===== config.mk =====
export PLATFORM = sky130hd
export DESIGN_NAME = sync_frame_serializer_flat
export DESIGN_NICKNAME = d
export VERILOG_FILES = /design/src/rtl/sync_frame_serializer_if.sv /design/src/rtl/sync_frame_serializer.sv /design/src/flat_wrapper.sv
export SDC_FILE = /design/constraint.sdc
export NUM_CORES = 1
export LEC_CHECK = 0
export BUFFER_PORTS_ARGS = -buffer_cell sky130_fd_sc_hd__buf_2
export CAP_MARGIN = 20
export CORE_MARGIN = 2
export CORE_UTILIZATION = 50
export DETAILED_ROUTE_END_ITERATION = 6
export PLACE_DENSITY = 0.7
export SYNTH_ARGS = -nofsm -noshare
export SYNTH_HDL_FRONTEND = slang
export SYNTH_SLANG_ARGS = --single-unit

===== constraint.sdc =====
create_clock -name clk -period 3.5 [get_ports clk]
set_clock_uncertainty 0.2 [all_clocks]
set_input_delay 0.175 -clock clk [delete_from_list [all_inputs] [get_ports clk]]
set_output_delay 0.175 -clock clk [all_outputs]
set_load 0.01 [all_outputs]

===== src/rtl/sync_frame_serializer_if.sv =====
// sync_frame_serializer_if: payload valid/ready handshake into the 11011 sync-word serializer.
interface sync_frame_serializer_if #(parameter int PAYLOAD_W = 8);
    logic [PAYLOAD_W-1:0] data_in;
    logic                 data_valid;
    logic                 data_ready;
    modport master (output data_in, data_valid, input data_ready);
    modport slave  (input data_in, data_valid, output data_ready);
endinterface


===== src/rtl/sync_frame_serializer.sv =====
// sync_frame_serializer: sends 11011 sync, payload MSB-first, then GAP_LEN zero guard bits.
module sync_frame_serializer #(
    parameter int         PAYLOAD_W = 8,
    parameter int         GAP_LEN   = 2,
    parameter logic [4:0] SYNC_WORD = 5'b11011
) (
    input  logic                     clk,
    input  logic                     rst,
    sync_frame_serializer_if.slave   bus,
    output logic                     serial_out,
    output logic                     frame_active,
    output logic                     sync_active,
    output logic                     done
);
    localparam int CW = $clog2(PAYLOAD_W + 1);
    localparam logic [CW-1:0] P_LAST = CW'(PAYLOAD_W - 1);
    localparam logic [3:0] G_LAST = 4'(GAP_LEN - 1);

    typedef enum logic [1:0] {IDLE, SYNC, PAYLOAD, GAP} state_t;

    state_t               state, state_d;
    logic [2:0]           idx, idx_d;
    logic [CW-1:0]        cnt, cnt_d;
    logic [3:0]           gcnt, gcnt_d;
    logic [PAYLOAD_W-1:0] shift, shift_d;
    logic                 serial_d;

    always_ff @(posedge clk or negedge rst) begin
        if (!rst) begin
            state      <= IDLE;
            idx        <= '0;
            cnt        <= '0;
            gcnt       <= '0;
            shift      <= '0;
            serial_out <= 1'b0;
        end else begin
            state      <= state_d;
            idx        <= idx_d;
            cnt        <= cnt_d;
            gcnt       <= gcnt_d;
            shift      <= shift_d;
            serial_out <= serial_d;
        end
    end

    always_comb begin
        state_d = state;
        idx_d   = idx;
        cnt_d   = cnt;
        gcnt_d  = gcnt;
        shift_d = shift;
        case (state)
            IDLE: if (bus.data_valid) begin
                state_d = SYNC;
                idx_d   = 3'd4;
                shift_d = bus.data_in;
            end
            SYNC: if (idx == 3'd0) begin
                state_d = PAYLOAD;
                cnt_d   = '0;
            end else idx_d = idx - 3'd1;
            PAYLOAD: begin
                shift_d = shift << 1;
                if (cnt == P_LAST) begin
                    state_d = GAP;
                    gcnt_d  = '0;
                end else cnt_d = cnt + CW'(1);
            end
            default: if (gcnt == G_LAST) state_d = IDLE;
                     else gcnt_d = gcnt + 4'd1;
        endcase
        // the line register is loaded with the bit belonging to the state being entered
        serial_d = state_d == SYNC ? SYNC_WORD[idx_d] :
                   state_d == PAYLOAD ? shift_d[PAYLOAD_W-1] : 1'b0;
    end

    assign bus.data_ready = state == IDLE;
    assign frame_active   = state == SYNC || state == PAYLOAD;
    assign sync_active    = state == SYNC;
    assign done           = state == PAYLOAD && cnt == P_LAST;
endmodule


===== src/flat_wrapper.sv =====
// flat-port wrapper written by rule: the top's interface ports become plain ports
module sync_frame_serializer_flat 
#(
    parameter int         PAYLOAD_W = 8,
    parameter int         GAP_LEN   = 2,
    parameter logic [4:0] SYNC_WORD = 5'b11011
)
  (clk, rst, serial_out, frame_active, sync_active, done, bus_data_in, bus_data_valid, bus_data_ready);
  sync_frame_serializer_if #(.PAYLOAD_W(PAYLOAD_W)) bus_i ();
  input  logic clk;
  input  logic rst;
  output logic serial_out;
  output logic frame_active;
  output logic sync_active;
  output logic done;
  input wire logic [$bits(bus_i.data_in)-1:0] bus_data_in;
  input wire logic [$bits(bus_i.data_valid)-1:0] bus_data_valid;
  output wire logic [$bits(bus_i.data_ready)-1:0] bus_data_ready;
  assign bus_i.data_in = bus_data_in;
  assign bus_i.data_valid = bus_data_valid;
  assign bus_data_ready = bus_i.data_ready;
  sync_frame_serializer #(.PAYLOAD_W(PAYLOAD_W), .GAP_LEN(GAP_LEN), .SYNC_WORD(SYNC_WORD)) u_core (.clk(clk), .rst(rst), .bus(bus_i), .serial_out(serial_out), .frame_active(frame_active), .sync_active(sync_active), .done(done));
endmodule

* Word-level counts from Yosys, hierarchy flattened
Memories as Yosys holds them, arrays and structs flattened. Index checks and enable logic that the tools add are counted.
Storage, ports and cells: flip-flop bits (word level) 22, output and inout port bits 5, memories 1, bits in read-only memories 8, logic and storage cells 53, input port bits 11
Operators by class: equality and inequality tests 11, add/subtract/negate cells 3, muxes and demuxes 19, bitwise gates (word level) 1, reduce and logical (&&, ||, !) cells 10, order comparisons 1
Memories:
- (name not given) | words 8, bits a word 1, read ports 1, clocked after memory_dff 0, wr ports 0, line sync_frame_serializer.sv:73 | serial_d = state_d == SYNC ? SYNC_WORD[idx_d] :
Operators by type and width (number):
- $mux 4 | 4
- $pmux 4 s2 | 2
- $pmux 8 s2 | 1
- $add 4x1->4 const B | 2
- $mux 2 | 4
- $mux 8 | 1
- $mux 3 | 2
- $ne 2x2->1 const B | 3
- $pmux 2 s3 | 1
- $pmux 3 s2 | 1
- $reduce_and 3->1 | 2
- $eq 2x1->1 const B | 2
- $eq 2x2->1 const B | 2
- $eq 4x1->1 const B | 1
- $eq 4x3->1 const B | 1
- $lt 3x4->1 const B | 1
- $ne 2x1->1 const B | 2
- $reduce_bool 2->1 | 2
- $logic_not 3->1 | 1
- $mux 1 | 3
- $sub 3x1->3 const B | 1
- $logic_not 2->1 | 1
- $reduce_and 2->1 | 1
- $reduce_or 2->1 | 1
- 3 further kinds | 3

* Longest topological paths before layout
depth after elaboration 6, mapped depth 8, mapped depth without buffers 7

* Least setup slack after synthesis
No wires, ideal clock.
path kind reg2reg, start point register u_core.state[0], end point register u_core.serial_out, data arrival time 1643 ps, setup slack 1575 ps, clock period less this slack 1925 ps, library setup time 82 ps, data required time 3218 ps, cell stages (with the launch flop) 9, buffers on the path 1, cells stage by stage dfrtp_1 > inv_1 > ha_1 > buf_4 > nor2b_1 > nor3_1 > o32ai_1 > nand2_1 > o22ai_1
Between the ends: cells in the longest elaborated chain, start to end 5, elaborated cells between the ends (all ways) 16, classes of those cells 4 x eq/ne; 10 x mux; 1 x reduce/logical; 1 x memory
Ends and longest elaborated chain:
- start, declared | line sync_frame_serializer.sv:21 | state_t state, state_d;
- start signal, assigned | line sync_frame_serializer.sv:37 | state <= state_d;
- $logic_not 2->1 (*)
- named net bus_data_ready | line flat_wrapper.sv:18 | output wire logic [$bits(bus_i.data_ready)-1:0] bus_data_ready;
- $pmux 2 s3 (*) | line sync_frame_serializer.sv:52 | case (state)
- named net u_core.state_d[1] | line sync_frame_serializer.sv:21
- $eq 2x2->1 | line sync_frame_serializer.sv:74 | state_d == PAYLOAD ? shift_d[PAYLOAD_W-1] : 1'b0;
- $mux 1 | line sync_frame_serializer.sv:74
- $mux 1 (*) | line sync_frame_serializer.sv:73
- named net u_core.serial_d | line sync_frame_serializer.sv:26 | logic serial_d;
- end signal, assigned | line sync_frame_serializer.sv:42 | serial_out <= serial_d;
- end, declared | line sync_frame_serializer.sv:10 | output logic serial_out,
The timed path passes the listed nets; every way through them passes the cells marked *. The select of a mux whose other input is x is not followed. A chain may end at the register's enable or synchronous reset.

* Worst setup path after layout
start point register u_core.state[0], end point register u_core.serial_out
Between the ends: cells in the longest elaborated chain, start to end 5, elaborated cells between the ends (all ways) 16, classes of those cells 4 x eq/ne; 10 x mux; 1 x reduce/logical; 1 x memory
Ends and longest elaborated chain (line):
- $eq 2x2->1 (tied with other cells) | sync_frame_serializer.sv:52
- $pmux 2 s3 (*) | sync_frame_serializer.sv:52
- named net u_core.state_d[0] | sync_frame_serializer.sv:21
- $eq 2x2->1 | sync_frame_serializer.sv:74
- $mux 1 | sync_frame_serializer.sv:74
- $mux 1 (*) | sync_frame_serializer.sv:73
- named net u_core.serial_d | sync_frame_serializer.sv:26
Marks and branches as above.

==> flow_summary.json <==
{
  "seq_power_share": 0.349,
  "fin_crit_ns": 2.75,
  "p_clk_frac": 0.118,
  "clkSinkCount": 22,
  "r2r_cells": 7,
  "hpwl_um": 1750,
  "cts_buffer_depth": 2,
  "tns_ns": 0,
  "start_kind": "flip-flop",
  "stdcell_area_sq_mm": 0.00148,
  "dr.pass1.iters": 4,
  "end_kind": "flip-flop",
  "fill_cells": 234,
  "power_frac_comb": 0.533,
  "yosysUniqueCellTypes": 35,
  "syn_to_final_growth_pct": 9.55,
  "clkTransAtPathRegs_ns": 0.13,
  "cts_tree": "built",
  "max_slew_margin": 0.477,
  "holdBufCountCts": 1,
  "max_freq_mhz": 363,
  "cts_root_buf": "clkbuf_4",
  "async_flop_share": 1.00,
  "switching_share": 0.422,
  "avgViaCountPerCell": 5.62,
  "vias": 1017,
  "ios": 16,
  "finalSetupViolCount": 0,
  "drive_above_1_share": 0.192,
  "power.density_mw_per_mm2": 815,
  "clkLatencyLatePin_ns": 0.30,
  "p_switching_w": 0.000507,
  "p_int_w": 0.000696,
  "grt_use_total": 0.176,
  "port_buffers": 15,
  "die_w_um": 55.9,
  "htreeDepth": 1,
  "antenna_found_initial": 0,
  "arrival_ns": 2.79,
  "grt_setup_unrepaired": "false",
  "post-cts-setup-buffers": 0,
  "die_height_um": 55.9,
  "gp_congestion": 0.787,
  "placed_area_sq_mm": 0.00143,
  "die-area_sq_mm": 0.00313,
  "antenna_cells": 0,
  "grt_max_degree": 23,
  "cts_buffers": 3,
  "core_area_sq_mm": 0.00252,
  "path_class": "flip-flop to flip-flop",
  "multi_input_area_sq_um": 734,
  "required_ns": 3.54,
  "syn_nets": 157,
  "gr-total-overflow": 0,
  "routed_wl_um": 2520,
  "seq_area_frac_synth": 0.408,
  "antenna_left": 0,
  "utilization": 0.586,
  "avgRoutedWirePerCell_um": 13.9,
  "post-route-period-util": 0.787,
  "syn_area_per_cell_sq_um": 9.85,
  "p_leak_nw": 0.693,
  "grt_pass1_wl_um": 4510,
  "hp-class": "primary input to flip-flop",
  "cts_resized": 0,
  "worst_pin_slew_ns": 0.784,
  "synth-main-ff-cell": "dfrtp_1",
  "synth_edf_count": 0,
  "rows": 18,
  "drt-initial-drc-count": 28,
  "final_cell_mix": "dfrtp_1 (22), buf_2 (15), nand2_1 (14)",
  "grt_pass1_vias": 1008,
  "status": "finished clean",
  "finalMaxSlewViolations": 0,
  "syn_inst": 137,
  "ys_warn_count": 0,
  "cap_violations": 0,
  "total_power_w": 0.00120,
  "num-nets-final": 172,
  "final_common_cell": "dfrtp_1",
  "synth_area_sq_mm": 0.00135,
  "drc": 0,
  "hold_viol_final": 0,
  "ir_drop_uv": 534,
  "start_util": 0.535,
  "path_max_fanout": 22,
  "ys_ff_latch": 22,
  "seqCellArea_sq_um": 551,
  "hold_path_depth": 3
}
-- area by class of cell --
class,count,area share
Inverter,9,0.0229
Timing Repair Buffer,16,0.0576
Clock buffer,4,0.0246
Tap cell,30,0.0254
Multi-Input combinational cell,100,0.497
Sequential cell,22,0.373
-- critical path, cell delays in order (launching register included) --
cell	delay (ns)
dfrtp_1	0.44
inv_1	0.16
ha_1	0.69
nand4b_1	0.31
a21o_1	0.28
a221oi_4	0.32
o31ai_1	0.12
o22ai_1	0.16
-- layer usage --
layer	vias to the layer above	global-route usage	wire length (um)
li1	516	-	-
met1	488	0.237	1240
met2	11	0.299	1210
met3	2	0.0233	62
met4	0	0.0442	13
met5	-	0	0
-- power by group through the flow --
stage	Clock, W	Combinational, W	Sequential, W
CTS	0.000144	0.000646	0.000419
floorplan	0	0.000528	0.000409
detailed placement	0	0.000636	0.000426
global placement	0	0.000622	0.000421
global route	0.000155	0.000722	0.000433
finish	0.000142	0.000641	0.000421
-- per-stage QoR --
step | hold WS (ns) | cells | setup WS (ns)
6_report | 0.00382 | 181 | 0.746
5_1_grt | 0.0145 | 181 | 0.467
4_1_cts | 0.00169 | 181 | 0.751
3_5_place_dp | -0.0264 | 176 | 0.764
3_3_place_gp | -0.0323 | 176 | 0.924
2_1_floorplan | -0.321 | 137 | 1.57
-- cells by family after synthesis --
family / after synthesis / share of synthesized area
AOI/OAI and AO/OA: 33 / 0.183
and+or+nand+nor: 40 / 0.138
buffers and inverters: 15 / 0.0473
xor gates and xnor gates: 1 / 0.00649
DFF: 22 / 0.408
adders and majority gates: 9 / 0.0835
muxes: 17 / 0.134
-- registers in the layout (all words and copies together), names as in the netlist --
| name | flops |
|---|---|
| u_core.shift | 8 |
| u_core.serial_out | 1 |
| u_core.gcnt | 4 |
| u_core.state | 2 |
| u_core.idx | 3 |
| u_core.cnt | 4 |
-- cell usage after synthesis (3+ instances only) --
library cell	count	area share
inv_1	9	0.025
nand2_1	14	0.039
o21ai_0	12	0.045
dfrtp_1	22	0.41
nor2_1	11	0.031
mux2i_1	9	0.067
o31ai_1	4	0.022
ha_1	9	0.083
nand3_1	4	0.015
buf_2	3	0.011
a221o_1	6	0.045
mux2_2	8	0.067
-- path summary, 6_finish.rpt --
kind	startpoint	end	slack (ns)
worst max-delay path	u_core.state[0]$_DFF_PN0_	u_core.serial_out$_DFF_PN0_	0.75
worst min-delay path	bus_data_in[0]	u_core.shift[0]$_DFFE_PN0P_	0.004
worst max register to register	u_core.state[0]$_DFF_PN0_	u_core.serial_out$_DFF_PN0_	0.75
worst min register to register	u_core.cnt[3]$_DFFE_PN0P_	u_core.cnt[3]$_DFFE_PN0P_	0.30
max in group asynchronous	rst	u_core.gcnt[0]$_DFFE_PN0P_	2.61
min in group asynchronous	rst	u_core.serial_out$_DFF_PN0_	0.16
Note: power is estimated with default switching activity, not from simulation.
